--- config.mk ---
export PLATFORM = sky130hd
export DESIGN_NAME = writeback_arbiter_flat
export DESIGN_NICKNAME = d
export VERILOG_FILES = /design/src/rtl/writeback_arbiter_if.sv /design/src/rtl/writeback_arbiter.sv /design/src/flat_wrapper.sv
export SDC_FILE = /design/constraint.sdc
export NUM_CORES = 1
export LEC_CHECK = 0
export BUFFER_PORTS_ARGS = -buffer_cell sky130_fd_sc_hd__buf_4
export CORE_ASPECT_RATIO = 2
export CORE_MARGIN = 4
export CORE_UTILIZATION = 40
export CTS_CLUSTER_DIAMETER = 80
export CTS_CLUSTER_SIZE = 10
export DETAILED_ROUTE_END_ITERATION = 8
export GPL_TIMING_DRIVEN = 0
export PLACE_DENSITY = 0.6
export SETUP_SLACK_MARGIN = 0.3
export SLEW_MARGIN = 20
export SYNTH_ARGS = -nofsm -noshare
export SYNTH_HDL_FRONTEND = slang
export SYNTH_SLANG_ARGS = --single-unit
--- constraint.sdc ---
create_clock -name clk -period 2.91 [get_ports clk]
set_input_delay 0.291 -clock clk [delete_from_list [all_inputs] [get_ports clk]]
set_output_delay 0.291 -clock clk [all_outputs]
set_load 0.005 [all_outputs]
--- src/rtl/writeback_arbiter_if.sv ---
// Register-file write-back bundle: ALU and long-latency result handshakes,
// pending-scoreboard mark/query, and the registered register-file write port.
interface writeback_arbiter_if #(
  parameter int XLEN       = 32,
  parameter int FIFO_DEPTH = 4
);
  localparam int CW = $clog2(FIFO_DEPTH) + 1;

  logic            alu_valid;
  logic [4:0]      alu_rd;
  logic [XLEN-1:0] alu_data;
  logic            alu_ready;
  logic            lsu_valid;
  logic [4:0]      lsu_rd;
  logic [XLEN-1:0] lsu_data;
  logic            lsu_ready;
  logic            mark_valid;
  logic [4:0]      mark_rd;
  logic [4:0]      rs1;
  logic [4:0]      rs2;
  logic            rs1_busy;
  logic            rs2_busy;
  logic            rf_we;
  logic [4:0]      rf_rd;
  logic [XLEN-1:0] rf_wd;
  logic [CW-1:0]   fifo_count;

  modport master (
    output alu_valid, alu_rd, alu_data, lsu_valid, lsu_rd, lsu_data,
           mark_valid, mark_rd, rs1, rs2,
    input  alu_ready, lsu_ready, rs1_busy, rs2_busy, rf_we, rf_rd, rf_wd, fifo_count
  );

  modport slave (
    input  alu_valid, alu_rd, alu_data, lsu_valid, lsu_rd, lsu_data,
           mark_valid, mark_rd, rs1, rs2,
    output alu_ready, lsu_ready, rs1_busy, rs2_busy, rf_we, rf_rd, rf_wd, fifo_count
  );
endinterface

--- src/rtl/writeback_arbiter.sv ---
// Single writer of the register-file write port: arbitrates ALU results against a
// buffered long-latency result FIFO and tracks pending long-latency destinations.
module writeback_arbiter #(
  parameter int XLEN       = 32,
  parameter int FIFO_DEPTH = 4
) (
  input  logic             clk,
  input  logic             rst,
  writeback_arbiter_if.slave wb
);
  localparam int PW = $clog2(FIFO_DEPTH);
  localparam int CW = PW + 1;

  typedef struct packed {
    logic [4:0]      rd;
    logic [XLEN-1:0] data;
  } result_t;

  result_t         fifo_mem [FIFO_DEPTH];
  logic [PW-1:0]   wr_ptr_q, wr_ptr_d;
  logic [PW-1:0]   rd_ptr_q, rd_ptr_d;
  logic [CW-1:0]   count_q, count_d;
  logic [31:0]     pending_q, pending_d;
  logic            rf_we_q, rf_we_d;
  logic            from_fifo_q, from_fifo_d;
  logic [4:0]      rf_rd_q, rf_rd_d;
  logic [XLEN-1:0] rf_wd_q, rf_wd_d;

  logic    full, empty, push, pop, alu_fire;
  result_t winner;

  // NOTE: every signal gets a default at the top of always_comb so no path leaves
  // it unassigned; a missed branch would otherwise infer a latch.
  always_comb begin
    full     = (count_q == CW'(FIFO_DEPTH));
    empty    = (count_q == '0);
    push     = wb.lsu_valid && !full;
    // A full FIFO must drain before the ALU can stall it forever.
    pop      = full || (!wb.alu_valid && !empty);
    alu_fire = wb.alu_valid && !full;
    winner   = pop ? fifo_mem[rd_ptr_q] : '{rd: wb.alu_rd, data: wb.alu_data};

    wr_ptr_d = push ? wr_ptr_q + 1'b1 : wr_ptr_q;
    rd_ptr_d = pop  ? rd_ptr_q + 1'b1 : rd_ptr_q;
    count_d  = count_q;
    case ({push, pop})
      2'b10:   count_d = count_q + 1'b1;
      2'b01:   count_d = count_q - 1'b1;
      default: count_d = count_q;
    endcase

    // x0 results are consumed but never written; address/data then hold like idle.
    rf_we_d     = (pop || alu_fire) && (winner.rd != 5'd0);
    from_fifo_d = pop;
    rf_rd_d     = rf_we_d ? winner.rd   : rf_rd_q;
    rf_wd_d     = rf_we_d ? winner.data : rf_wd_q;

    // Clear is applied before set so a same-edge mark of the same register wins.
    pending_d = pending_q;
    if (rf_we_q && from_fifo_q) pending_d[rf_rd_q] = 1'b0;
    if (wb.mark_valid && (wb.mark_rd != 5'd0)) pending_d[wb.mark_rd] = 1'b1;
    pending_d[0] = 1'b0;
  end

  // NOTE: state registers use non-blocking assignments so every flop samples the
  // pre-edge value of its neighbours, independent of statement order.
  always_ff @(posedge clk) begin
    if (!rst) begin
      wr_ptr_q    <= '0;
      rd_ptr_q    <= '0;
      count_q     <= '0;
      pending_q   <= '0;
      rf_we_q     <= 1'b0;
      from_fifo_q <= 1'b0;
      rf_rd_q     <= '0;
      rf_wd_q     <= '0;
    end else begin
      wr_ptr_q    <= wr_ptr_d;
      rd_ptr_q    <= rd_ptr_d;
      count_q     <= count_d;
      pending_q   <= pending_d;
      rf_we_q     <= rf_we_d;
      from_fifo_q <= from_fifo_d;
      rf_rd_q     <= rf_rd_d;
      rf_wd_q     <= rf_wd_d;
    end
  end

  // NOTE: the FIFO storage is deliberately not reset; entries are only readable
  // through the pointers and count, which are.
  always_ff @(posedge clk) begin
    if (push) fifo_mem[wr_ptr_q] <= '{rd: wb.lsu_rd, data: wb.lsu_data};
  end

  assign wb.alu_ready  = !full;
  assign wb.lsu_ready  = !full;
  assign wb.rs1_busy   = (wb.rs1 != 5'd0) && pending_q[wb.rs1];
  assign wb.rs2_busy   = (wb.rs2 != 5'd0) && pending_q[wb.rs2];
  assign wb.rf_we      = rf_we_q;
  assign wb.rf_rd      = rf_rd_q;
  assign wb.rf_wd      = rf_wd_q;
  assign wb.fifo_count = count_q;
endmodule

--- src/flat_wrapper.sv ---
// flat-port wrapper written by rule: the top's interface ports become plain ports
module writeback_arbiter_flat 
#(
  parameter int XLEN       = 32,
  parameter int FIFO_DEPTH = 4
)
  (clk, rst, wb_alu_valid, wb_alu_rd, wb_alu_data, wb_lsu_valid, wb_lsu_rd, wb_lsu_data, wb_mark_valid, wb_mark_rd, wb_rs1, wb_rs2, wb_alu_ready, wb_lsu_ready, wb_rs1_busy, wb_rs2_busy, wb_rf_we, wb_rf_rd, wb_rf_wd, wb_fifo_count);
  writeback_arbiter_if #(.XLEN(XLEN), .FIFO_DEPTH(FIFO_DEPTH)) wb_i ();
  input  logic clk;
  input  logic rst;
  input wire logic [$bits(wb_i.alu_valid)-1:0] wb_alu_valid;
  input wire logic [$bits(wb_i.alu_rd)-1:0] wb_alu_rd;
  input wire logic [$bits(wb_i.alu_data)-1:0] wb_alu_data;
  input wire logic [$bits(wb_i.lsu_valid)-1:0] wb_lsu_valid;
  input wire logic [$bits(wb_i.lsu_rd)-1:0] wb_lsu_rd;
  input wire logic [$bits(wb_i.lsu_data)-1:0] wb_lsu_data;
  input wire logic [$bits(wb_i.mark_valid)-1:0] wb_mark_valid;
  input wire logic [$bits(wb_i.mark_rd)-1:0] wb_mark_rd;
  input wire logic [$bits(wb_i.rs1)-1:0] wb_rs1;
  input wire logic [$bits(wb_i.rs2)-1:0] wb_rs2;
  output wire logic [$bits(wb_i.alu_ready)-1:0] wb_alu_ready;
  output wire logic [$bits(wb_i.lsu_ready)-1:0] wb_lsu_ready;
  output wire logic [$bits(wb_i.rs1_busy)-1:0] wb_rs1_busy;
  output wire logic [$bits(wb_i.rs2_busy)-1:0] wb_rs2_busy;
  output wire logic [$bits(wb_i.rf_we)-1:0] wb_rf_we;
  output wire logic [$bits(wb_i.rf_rd)-1:0] wb_rf_rd;
  output wire logic [$bits(wb_i.rf_wd)-1:0] wb_rf_wd;
  output wire logic [$bits(wb_i.fifo_count)-1:0] wb_fifo_count;
  assign wb_i.alu_valid = wb_alu_valid;
  assign wb_i.alu_rd = wb_alu_rd;
  assign wb_i.alu_data = wb_alu_data;
  assign wb_i.lsu_valid = wb_lsu_valid;
  assign wb_i.lsu_rd = wb_lsu_rd;
  assign wb_i.lsu_data = wb_lsu_data;
  assign wb_i.mark_valid = wb_mark_valid;
  assign wb_i.mark_rd = wb_mark_rd;
  assign wb_i.rs1 = wb_rs1;
  assign wb_i.rs2 = wb_rs2;
  assign wb_alu_ready = wb_i.alu_ready;
  assign wb_lsu_ready = wb_i.lsu_ready;
  assign wb_rs1_busy = wb_i.rs1_busy;
  assign wb_rs2_busy = wb_i.rs2_busy;
  assign wb_rf_we = wb_i.rf_we;
  assign wb_rf_rd = wb_i.rf_rd;
  assign wb_rf_wd = wb_i.rf_wd;
  assign wb_fifo_count = wb_i.fifo_count;
  writeback_arbiter #(.XLEN(XLEN), .FIFO_DEPTH(FIFO_DEPTH)) u_core (.clk(clk), .rst(rst), .wb(wb_i));
endmodule
==> summary.md, run 1 <==
| Metric | Value |
|---|---|
| First-pass GRT wire length | 38200 um |
| Startpoint Class | register |
| Total CTS buffers | 26 |
| Clock Sinks | ~230 |
| Clk_lat worst skew | around 520 ps |
| Vias per Instance | 5.51 |
| Total core area | between 0.02 and 0.025 mm^2 |
| Syn. warnings | 0 |
| Post-synth top cells | edfxtp_1 (148), nand2_1 (80), dfxtp_1 (79), mux4_2 (54) |
| CTS tree | yes |
| Layout Utilization | 51.9% |
| Final worst clock skew | roughly 15 ps |
| P per Cell Area | between 800 and 900 mW/mm^2 |
| Async SR Flop Fraction | 0% |
| Fin. Hold Viols | 0 |
| Fin. max-slew vios | 0 |
| Slew margin rel. | between 40% and 50% |
| Seq. cell area | approximately 0.006 mm^2 |
| Die Y | 226 um |
| Final HPWL DP | roughly 18000 um |
| Nets | about 960 |
| Starting Density | 40.8% |
| GR Overflow Total | 0 |
| Count leader, synth | edfxtp_1 |
| Sequential fraction of the synthesis area | between 60 and 70% |
| Max Fanout on Critical Path | 3 |
| Fillers | between 2000 and 2500 |
| Drt pass-1 iters | 5 |
| Synthesized flop and latch total | 227 |
| Residual DRC | 0 |
| Top FF cell, synth | edfxtp_1 |
| Xor/xnor share of the synthesized area | less than 1% |
| RSZ-0062 raised after global routing | false |
| # diodes | 0 |
| # rows | slightly below 80 |
| WHS Path Cells | 3 |
| Worst endpoint required time | 2620 ps |
| Post-synthesis average cell area | 14.6 um^2 |
| Synth Area in Adders | less than 1% |
| Crit path kind | reg -> out |
| Max H-tree Level | 1 |
| Transition time of the tightest slew-check pin | roughly 860 ps |
| Via count | 6373 |
| CP arrival | 2250 ps |
| FF-to-FF path depth | 11 |
| Antenna Violating Nets Remaining | 0 |
| Max-Cap Viols | 0 |
| Largest net degree at the start of global routing | 24 |
| Final min period | 2540 ps |
| Input/output buffers | between 100 and 150 |
| Period utilization | roughly 87% |
| Peak supply drop | roughly 0.56 mV |
| HP Class | in -> reg |
| Cells after Synth | approximately 650 |
| Syn nets | between 700 and 800 |
| Yosys top cell by area | edfxtp_1 |
| Root Buffer | clkbuf_16 |
| Post-synth cell types | 35 |
| Placed cell area | about 0.011 mm^2 |
| Leading post-synthesis cells by cell area | edfxtp_1 (47%), dfxtp_1 (17%), mux4_2 (13%), mux2i_1 (3.9%), nand2_1 (3.2%) |
| Reg clk slew, reported paths | approximately 60 ps |
| Die ar. | 0.0265 mm^2 |
| Final GP Congestion | around 0.83 |
| Vias in the first global route | around 7000 |
| Maximum clock path buffer count | 3 |
| Cell Area, Synth | between 0.009 and 0.01 mm^2 |
| Total GRT Usage | 19.2% |
| Lkg Pwr | about 4.3 nW |
| Compound-Gate Fraction of Synth Area | roughly 6.9% |
| Mux cell area share after synthesis | around 18% |
| Io pins | approximately 140 |
| Worst Setup End Kind | output pin |
| WL/cell | between 20 and 25 um |
| Final Cell Area | ~0.012 mm^2 |
| DR iter-0 viols | between 400 and 500 |
| Drt total wl | between 20000 and 30000 um |
| Status | finished clean |
| Yosys top cell area share | a little under half |
| Layout cells sized above 1 | between 20% and 30% |
| Initial antenna violation count | 0 |
| Final setup vio count | 0 |
| FMAX | 0.394 GHz |
| Die width | between 100 and 150 um |
| Main combinational cell family by area after synthesis | multiplexers |
| Multi-input logic area | roughly 0.0032 mm^2 |
| Area growth syn-to-layout | 27.3% |
| Post-Synth Simple-Gate Area | under 10% |
| Post-synth EDFFs | between 100 and 150 |
-- repair_timing --
action,CTS,global route
setup endpoints to repair,5,2
hold buffers,37,0
setup buffers,0,0
endpoints found under the hold margin,148,0
resized for setup,7,10
gates cloned,0,0
-- final timing paths --
path | end | from | slack [ps]
worst max-delay path | wb_rs1_busy | u_core.pending_q[31]$_SDFF_PN0_ | 370
worst min register to register | u_core.wb.rf_wd[31]$_SDFFE_PN0P_ | u_core.wb.rf_wd[31]$_SDFFE_PN0P_ | 460
worst max register to register | u_core.wb.fifo_count[2]$_SDFFE_PN0P_ | u_core.wb.fifo_count[1]$_SDFFE_PN0P_ | 450
worst min-delay path | u_core.wb.rf_wd[28]$_SDFFE_PN0P_ | wb_alu_data[28] | 90
-- routing by layer --
metal  wire, um  track usage [%]  vias to the layer above
met4        963             8.48                        0
met1       8740             19.8                     3180
met5          0                0                        -
met2      14400             37.2                      225
met3        969             2.60                       65
li1           -                -                     2903
-- layout make-up --
class | count | share of cell area (%)
clock inverter | 1 | 0.0413
sequential | 227 | 49.8
inverter | 7 | 0.217
multi-input combinational | 378 | 26.8
clock buffer | 46 | 6.17
buffer | 41 | 2.14
tap | 283 | 2.92
timing repair buffer | 174 | 12.0
-- power breakdown --
part | internal [mW] | switching (mW) | leakage [nW] | total [mW]
sequential | 3.94 | 0.238 | 2.01 | 4.18
clock | 1.72 | 1.20 | 0.359 | 2.92
combinational | 1.66 | 1.66 | 1.92 | 3.32
-- per-stage QoR --
| stage | power, mW | hold slack [ps] | setup TNS [ps] | instances | setup slack (ps) |
|---|---|---|---|---|---|
| floorplan | 6.27 | 390 | 0 | 653 | 355 |
| global placement | 7.37 | 448 | -108 | 1069 | -108 |
| detailed placement | 7.50 | 460 | -250 | 1073 | -250 |
| CTS | 10.5 | 56.4 | 0 | 1157 | 206 |
| global route | 11.0 | 83.2 | 0 | 1157 | 308 |
| finish | 10.4 | 87.1 | 0 | 1157 | 370 |
-- critical path, stage by stage, from the launching register on --
cell	delay, ps
dfxtp_1	320
mux4_2	510
mux4_2	490
mux2_2	280
buf_4	140
-- placed cells by master (no fill, tap or decap), types with 2 or more instances in the layout --
cell	n
a21oi_1	36
nand2_1	80
buf_6	3
buf_8	2
and3b_1	2
and3_2	4
inv_1	7
mux2i_1	37
o211ai_1	32
nor3b_1	3
and2_1	2
mux4_2	54
and3_1	3
nor3_1	3
dfxtp_1	76
or3_1	4
dfxtp_2	3
dlygate4sd3_1	37
nand2b_1	32
xor2_1	3
a32o_1	4
o21ai_0	36
edfxtp_1	148
nor2_1	15
buf_12	7
buf_4	134
buf_2	3
ha_1	4
clkbuf_16	27
xnor2_1	2
or3b_2	2
clkbuf_2	3
nand3b_1	3
mux2_2	7
clkbuf_1	45
-- flip-flops by register name (all words and copies together) (netlist names), named ones only --
signal                cells
u_core.fifo_mem         148
u_core.from_fifo_q        1
u_core.pending_q         31
u_core.rd_ptr_q           2
u_core.wb.fifo_count      3
u_core.wb.rf_rd           5
u_core.wb.rf_wd          32
u_core.wb.rf_we           1
u_core.wr_ptr_q           2
-- cell families (layout without fill, tap and decap cells) --
group | after synthesis | in the layout
AO/OA/AOI/OAI | 110 | 110
XOR/XNOR | 5 | 5
adder cells (fa/ha/maj) | 6 | 6
buffers and inverters | 48 | 269
flip-flops | 227 | 227
multiplexers | 99 | 99
AND/OR/NAND/NOR | 158 | 158
Power figures use the tool's default switching activity.
==> inputs of run 2 (changes only) <==
--- a/config.mk
+++ b/config.mk
@@ -14,6 +14,7 @@
 export DETAILED_ROUTE_END_ITERATION = 8
 export GPL_TIMING_DRIVEN = 0
 export PLACE_DENSITY = 0.6
+export RECOVER_POWER = 50
 export SETUP_SLACK_MARGIN = 0.3
 export SLEW_MARGIN = 20
 export SYNTH_ARGS = -nofsm -noshare
==> run 2 against run 1 <==
Net effect: non-clock buffer count stayed put; maximum frequency is 0.17% lower; largest power group unchanged; final cell count stayed put; critical path depth stayed put; combinational power is 2% lower; largest cell class unchanged; cell area is 1.4% lower; die area stayed put; clock skew hardly changed; clock-buffer cell count stayed put; register-to-register slack worse by 40 ps.
==> summary.md, run 2 (synthesized netlist as in run 1, its figures left out) <==
| Metric | Value |
|---|---|
| Clock power share | 28.3% (was 28.1%) |
| Worst setup path end | wb_rs1_busy (unchanged) |
| Logic gate share of total power | 31.5% (was 31.8%) |
| Vias per Instance | 5.51 (unchanged) |
| Final worst clock skew | 15.1 ps (was 14.9 ps) |
| WL/cell | 21.7 um (about the same) |
| Drt pass-1 iters | 5 (unchanged) |
| Crit path cell chain | mux4_2 > mux4_2 > mux2_2 > buf_4 (unchanged) |
| Period utilization | 87.4% (was 87.3%) |
| Crit path kind | reg -> out (unchanged) |
| Nets | 955 (unchanged) |
| Crit path buf inv count | 1 (unchanged) |
| CP arrival | 2250 ps (about the same) |
| Worst r2r dst | u_core.wb.fifo_count[2]$_SDFFE_PN0P_ (unchanged) |
| Clk_lat worst skew | 520 ps (about the same) |
| DR iter-0 viols | 404 (was 441) |
| Final HPWL DP | 18000 um (unchanged) |
| Final GP Congestion | 0.832 (unchanged) |
| FF-to-FF path depth | 11 (unchanged) |
| Lkg Pwr | 4.11 nW (was 4.28 nW) |
| Largest net degree at the start of global routing | 24 (unchanged) |
| Starting Density | 40.8% (unchanged) |
| CTS tree | yes (unchanged) |
| Peak supply drop | 0.559 mV (was 0.563 mV) |
| First-pass GRT wire length | 38200 um (unchanged) |
| Antenna Violating Nets Remaining | 0 (unchanged) |
| Residual DRC | 0 (unchanged) |
| Inst Count DP | 1073 (unchanged) |
| Crit path depth | 4 (unchanged) |
| NetSw | 3.09 mW (was 3.10 mW) |
| RSZ-0062 raised after global routing | false (unchanged) |
| # rows | 79 (unchanged) |
| FMAX | 0.393 GHz (was 0.394 GHz) |
| Reg clk slew, reported paths | 60 ps (about the same) |
| Clock Sinks | 227 (unchanged) |
| Slew margin rel. | 43.6% (was 42.4%) |
| Final setup vio count | 0 (unchanged) |
| Vias in the first global route | 6952 (unchanged) |
| Layout cells sized above 1 | 23.9% (was 29.2%) |
| Worst endpoint required time | 2620 ps (about the same) |
| Cell Count, Final, Fillers Out | 1157 (unchanged) |
| Max H-tree Level | 1 (unchanged) |
| Most Frequent Cell on Critical Path | mux4_2 (unchanged) |
| Area growth syn-to-layout | 25.6% (was 27.3%) |
| Largest register FFs | 148 (unchanged) |
| Layout Utilization | 51.2% (was 51.9%) |
| Transition time of the tightest slew-check pin | 843 ps (was 860 ps) |
| Root Buffer | clkbuf_16 (unchanged) |
| Input/output buffers | 133 (unchanged) |
| Total CTS buffers | 26 (unchanged) |
| HP Class | in -> reg (unchanged) |
| Maximum clock path buffer count | 3 (unchanged) |
| Total GRT Usage | 19.2% (unchanged) |
| Initial antenna violation count | 0 (unchanged) |
| Slowest cell on crit path | mux4_2 (unchanged) |
| Via count | 6373 (unchanged) |
| Final min period | 2540 ps (about the same) |
| Fin. Hold Viols | 0 (unchanged) |
| Max Fanout on Critical Path | 3 (unchanged) |
| Most frequent cells in the layout | edfxtp_1 (148), clkbuf_1 (87), nand2_1 (80) (was edfxtp_1 (148), buf_4 (134), nand2_1 (80)) |
| Startpoint Class | register (unchanged) |
| Crit path max-delay family | multiplexers (unchanged) |
| Total core area | 0.0233 mm^2 (unchanged) |
| Commonest non-fill, non-tap cell in the layout | edfxtp_1 (unchanged) |
| Worst Setup End Kind | output pin (unchanged) |
| # diodes | 0 (unchanged) |
| P per Cell Area | 866 mW/mm^2 (was 860 mW/mm^2) |
| Crit path from | u_core.pending_q[31]$_SDFF_PN0_ (unchanged) |
| GR Overflow Total | 0 (unchanged) |
| Max incr delay on CP | 510 ps (about the same) |
| Max-Cap Viols | 0 (unchanged) |
| Reg2Reg Launch Point | u_core.wb.fifo_count[0]$_SDFFE_PN0P_ (was u_core.wb.fifo_count[1]$_SDFFE_PN0P_) |
| Sw frac | 29.9% (was 29.8%) |
| Flop-to-flop setup slack | 410 ps (was 450 ps) |
| Die width | 117 um (unchanged) |
| Io pins | 139 (unchanged) |
| Status | finished clean (unchanged) |
| Fillers | 2050 (was 2011) |
| Internal power | 7.25 mW (was 7.32 mW) |
| Die Y | 226 um (unchanged) |
| Fin. max-slew vios | 0 (unchanged) |
| Drt total wl | 25100 um (about the same) |
| Seq pwr share | 40.3% (was 40.1%) |
| Reg with most FFs | u_core.fifo_mem (unchanged) |
| Die ar. | 0.0265 mm^2 (unchanged) |
==> run 2: changes by cell type in the layout (fill, tap and decap cells not counted) <==
cell	previous run	this run
nor2_1	15	16
nor2_2	1	0
clkbuf_1	45	87
buf_4	134	59
clkbuf_4	0	33
and2_0	0	1
and2_1	2	1
dfxtp_1	76	79
dfxtp_2	3	0
==> run 2: layout make-up <==
type,count,area [um^2],share of cell area [%]
plain buffers,41,259,2.17
inverters,7,26.3,0.220
clock buffers,46,747,6.25
flip-flops and latches,227,6030,50.4
well taps,283,354,2.96
multi-input cells,378,3240,27.1
clock inverters,1,5.00,0.0419
repair buffers,174,1290,10.8
==> run 2: worst register-to-register path, cell delays in order, from the launching register on <==
cell and delay, ps:
dfxtp_1 430, or3_1 140, and2_1 130, buf_6 160, buf_8 160, buf_8 160, ha_2 200, inv_1 50
fa_1 380, xor2_1 160, or3_1 300, a21oi_1 150
==> run 2: metrics by stage <==
step                cell area [um^2]  setup WS, ps  power [mW]  TNS [ps]  hold slack, ps
floorplan                       9520           355        6.27         0             390
global placement               10900          -108        7.37      -108             448
detailed placement             11000          -250        7.50      -250             460
CTS                            12100           206        10.5         0            56.4
global route                   12000           218        10.9         0            83.2
finish                         12000           365        10.3         0            87.0
==> run 2: power groups by stage <==
stage / combinational (mW) / sequential (mW) / clock, mW
final: 3.26 / 4.16 / 2.92
after global placement: 3.15 / 4.22 / 0
after global routing: 3.58 / 4.21 / 3.13
after CTS: 3.35 / 4.17 / 3.00
after detailed placement: 3.27 / 4.23 / 0
after floorplan: 2.08 / 4.19 / 0
==> run 2: repair_timing <==
item	4_1_cts	5_1_grt
endpoints found under the hold margin	148	0
hold buffers	37	0
resized for setup	7	10
setup endpoints to repair	5	2
buffers inserted	0	0
==> run 2: routing by layer <==
layer  vias to the layer above  share of wire, %  wire (um)  track usage, %
li1                       2900                 -          -               -
met1                      3162                35       8720            19.8
met2                       238                57      14200            37.2
met3                        73               4.1       1020            2.60
met4                         0               4.3       1090            8.48
met5                         -                 0          0               0
==> run 2: worst min path at each step <==
stage / startpoint / to / slack, ps / depth (start not counted)
floorplan: wb_lsu_data[0] / u_core.fifo_mem[0][0]$_DFFE_PP_ / 390 / 0
global placement: u_core.wb.rf_wd[17]$_SDFFE_PN0P_ / u_core.wb.rf_wd[17]$_SDFFE_PN0P_ / 450 / 2
detailed placement: u_core.wb.rf_wd[7]$_SDFFE_PN0P_ / u_core.wb.rf_wd[7]$_SDFFE_PN0P_ / 460 / 2
CTS: wb_alu_data[26] / u_core.wb.rf_wd[26]$_SDFFE_PN0P_ / 60 / 3
global route: wb_alu_data[21] / u_core.wb.rf_wd[21]$_SDFFE_PN0P_ / 80 / 3
finish: wb_alu_data[28] / u_core.wb.rf_wd[28]$_SDFFE_PN0P_ / 90 / 3
==> inputs of run 3 (changes only) <==
==> constraint.sdc (replaced) <==
create_clock -name clk -period 3.03 [get_ports clk]
set_input_delay 0.303 -clock clk [delete_from_list [all_inputs] [get_ports clk]]
set_output_delay 0.303 -clock clk [all_outputs]
set_load 0.005 [all_outputs]
==> run 3 against run 2 <==
Net effect: non-clock buffer count stayed put; final cell count rose by 0.17%; clock-buffer cell count grew 1; wire length fell by 2.1%; flip-flop and latch count did not move; die area did not move; clock power down 4%; power is 4.7% lower; register-to-register slack better by 30 ps; sequential power is 4% lower; global-route usage fell by 0.53 points; critical path type is now in -> out; largest cell class unchanged.
==> summary.md, run 3 (synthesized netlist as in run 1, its figures left out) <==
| Metric | Value |
|---|---|
| First-pass GRT wire length | 37600 um (was 38200 um) |
| Final setup vio count | 0 (unchanged) |
| Io pins | 139 (unchanged) |
| Starting Density | 40.8% (unchanged) |
| Residual DRC | 0 (unchanged) |
| Most frequent cells in the layout | edfxtp_1 (148), clkbuf_1 (97), nand2_1 (80) (was edfxtp_1 (148), clkbuf_1 (87), nand2_1 (80)) |
| Startpoint Class | primary input (was register) |
| Cell Count, Final, Fillers Out | 1159 (was 1157) |
| Status | finished clean (unchanged) |
| Layout cells sized above 1 | 22.7% (was 23.9%) |
| DR top layer | met4 (unchanged) |
| Max-Cap Viols | 0 (unchanged) |
| Reg2Reg Launch Point | u_core.wb.fifo_count[2]$_SDFFE_PN0P_ (was u_core.wb.fifo_count[0]$_SDFFE_PN0P_) |
| Hold Path End | u_core.wb.rf_wd[26]$_SDFFE_PN0P_ (was u_core.wb.rf_wd[28]$_SDFFE_PN0P_) |
| Clk_lat worst skew | 510 ps (was 520 ps) |
| Total core area | 0.0233 mm^2 (unchanged) |
| WHS Path Cells | 3 (unchanged) |
| Transition time of the tightest slew-check pin | 866 ps (was 843 ps) |
| Nets | 955 (unchanged) |
| Flop-to-flop setup slack | 440 ps (was 410 ps) |
| Worst Setup End Kind | output pin (unchanged) |
| CP arrival | 2310 ps (was 2250 ps) |
| Largest register FFs | 148 (unchanged) |
| Vias in the first global route | 6924 (was 6952) |
| Max Fanout on Critical Path | 9 (was 3) |
| Initial antenna violation count | 1 (was 0) |
| Lkg Pwr | 4.08 nW (was 4.11 nW) |
| DR iter-0 viols | 343 (was 404) |
| CTS tree | yes (unchanged) |
| Drt pass-1 iters | 5 (unchanged) |
| Final GP Congestion | 0.886 (was 0.832) |
| Reg with most FFs | u_core.fifo_mem (unchanged) |
| FF-to-FF path depth | 11 (unchanged) |
| Final worst clock skew | 8.18 ps (was 15.1 ps) |
| Die ar. | 0.0265 mm^2 (unchanged) |
| Maximum clock path buffer count | 3 (unchanged) |
| Max H-tree Level | 1 (unchanged) |
| Routed wl met3 | 996 um (was 1020 um) |
| Worst endpoint required time | 2730 ps (was 2620 ps) |
| Sum Neg Setup Slack | 0 ps (unchanged) |
| Largest net degree at the start of global routing | 25 (was 24) |
| FMAX | around 0.38 GHz |
| Input/output buffers | 133 (unchanged) |
| Fin. Hold Viols | 0 (unchanged) |
| Final hold slack | 104 ps (was 87.0 ps) |
| Metal-1 WL | 8600 um (was 8720 um) |
| Inst Count DP | 1073 (unchanged) |
| Root Buffer | clkbuf_16 (unchanged) |
| Via count | 6346 (was 6373) |
| Final min period | 2610 ps |
| Metal2 WL | 13800 um (was 14200 um) |
| Slew margin rel. | 42.1% (was 43.6%) |
| Reg clk slew, reported paths | 60 ps (about the same) |
| P per Cell Area | 828 mW/mm^2 (was 866 mW/mm^2) |
| Fin. max-slew vios | 0 (unchanged) |
| HP Class | in -> reg (unchanged) |
| Peak supply drop | 0.499 mV (was 0.559 mV) |
| Die width | 117 um (unchanged) |
| Min-delay src | wb_alu_data[26] (was wb_alu_data[28]) |
| Final HPWL DP | 17800 um (was 18000 um) |
| RSZ-0062 raised after global routing | true (was false) |
| Worst r2r dst | u_core.wb.fifo_count[2]$_SDFFE_PN0P_ (unchanged) |
| Clock Sinks | 227 (unchanged) |
| Drt total wl | 24500 um (was 25100 um) |
| Vias per Instance | 5.48 (was 5.51) |
| Crit path kind | in -> out (was reg -> out) |
| Total GRT Usage | 18.7% (was 19.2%) |
| WL/cell | 21.2 um (was 21.7 um) |
| Antenna Violating Nets Remaining | 0 (unchanged) |
| Period utilization | 86.3% |
| # rows | 79 (unchanged) |
| Commonest non-fill, non-tap cell in the layout | edfxtp_1 (unchanged) |
| Die Y | 226 um (unchanged) |
| Area growth syn-to-layout | 25.2% (was 25.6%) |
| Total power | 9.86 mW (was 10.3 mW) |
| Total CTS buffers | 26 (unchanged) |
| GR Overflow Total | 0 (unchanged) |
-- run 3: changes by cell type in the layout (fill, tap and decap cells not counted), sizes merged --
cell    change
diode       +1
clkbuf      +4
buf         -3
-- run 3: worst max-delay path by stage --
stage                                              start                                   end  slack, ps  cells after the start
floorplan           u_core.wb.fifo_count[1]$_SDFFE_PN0P_  u_core.wb.fifo_count[2]$_SDFFE_PN0P_        380                     11
global placement    u_core.wb.fifo_count[1]$_SDFFE_PN0P_  u_core.wb.fifo_count[2]$_SDFFE_PN0P_       -130                     11
detailed placement  u_core.wb.fifo_count[1]$_SDFFE_PN0P_  u_core.wb.fifo_count[2]$_SDFFE_PN0P_       -260                     11
CTS                 u_core.wb.fifo_count[1]$_SDFFE_PN0P_  u_core.wb.fifo_count[2]$_SDFFE_PN0P_        280                     11
global route        u_core.wb.fifo_count[2]$_SDFFE_PN0P_  u_core.wb.fifo_count[2]$_SDFFE_PN0P_        270                     11
finish                                         wb_rs2[0]                           wb_rs2_busy        420                      6
-- run 3: repair_timing --
item                       CTS  global route
buffers inserted             0             0
hold buffers                36             1
gates resized for setup      5             6
setup endpoints to repair    3            23
hold endpoints to repair   143             4
-- run 3: worst max-delay path: stages --
cell	delay, ps
clkbuf_1	600
mux4_2	650
mux4_2	470
nor2_1	100
a21oi_1	50
buf_4	130
-- run 3: cell type report --
cell class / count / area [um^2]
clock buffer: 47 / 751
antenna: 1 / 2.50
timing repair buffer: 174 / 1260
clock inverter: 1 / 5.00
buffer: 41 / 246
fill: 2057 / 11400
tap: 283 / 354
inverter: 7 / 26.3
sequential: 227 / 6030
multi-input combinational: 378 / 3240
-- run 3: per-stage QoR --
step	instance area [um^2]	worst slack [ps]	utilization, %
after floorplan	9510	377	-
after global placement	10900	-134	46.6
after detailed placement	11000	-258	47.0
after CTS	12100	280	51.8
after global routing	11900	265	51.1
final	11900	415	51.1
-- run 3: where the power goes --
group	switching, mW	internal (mW)	total (mW)
clock network	1.15	1.66	2.80
logic	1.58	1.48	3.07
registers	0.218	3.78	4.00
-- run 3: per-layer routing --
layer	vias up	global-route usage, %
met3	79	2.68
met2	224	36.0
met4	0	7.93
met5	-	0
li1	2896	-
met1	3147	19.5
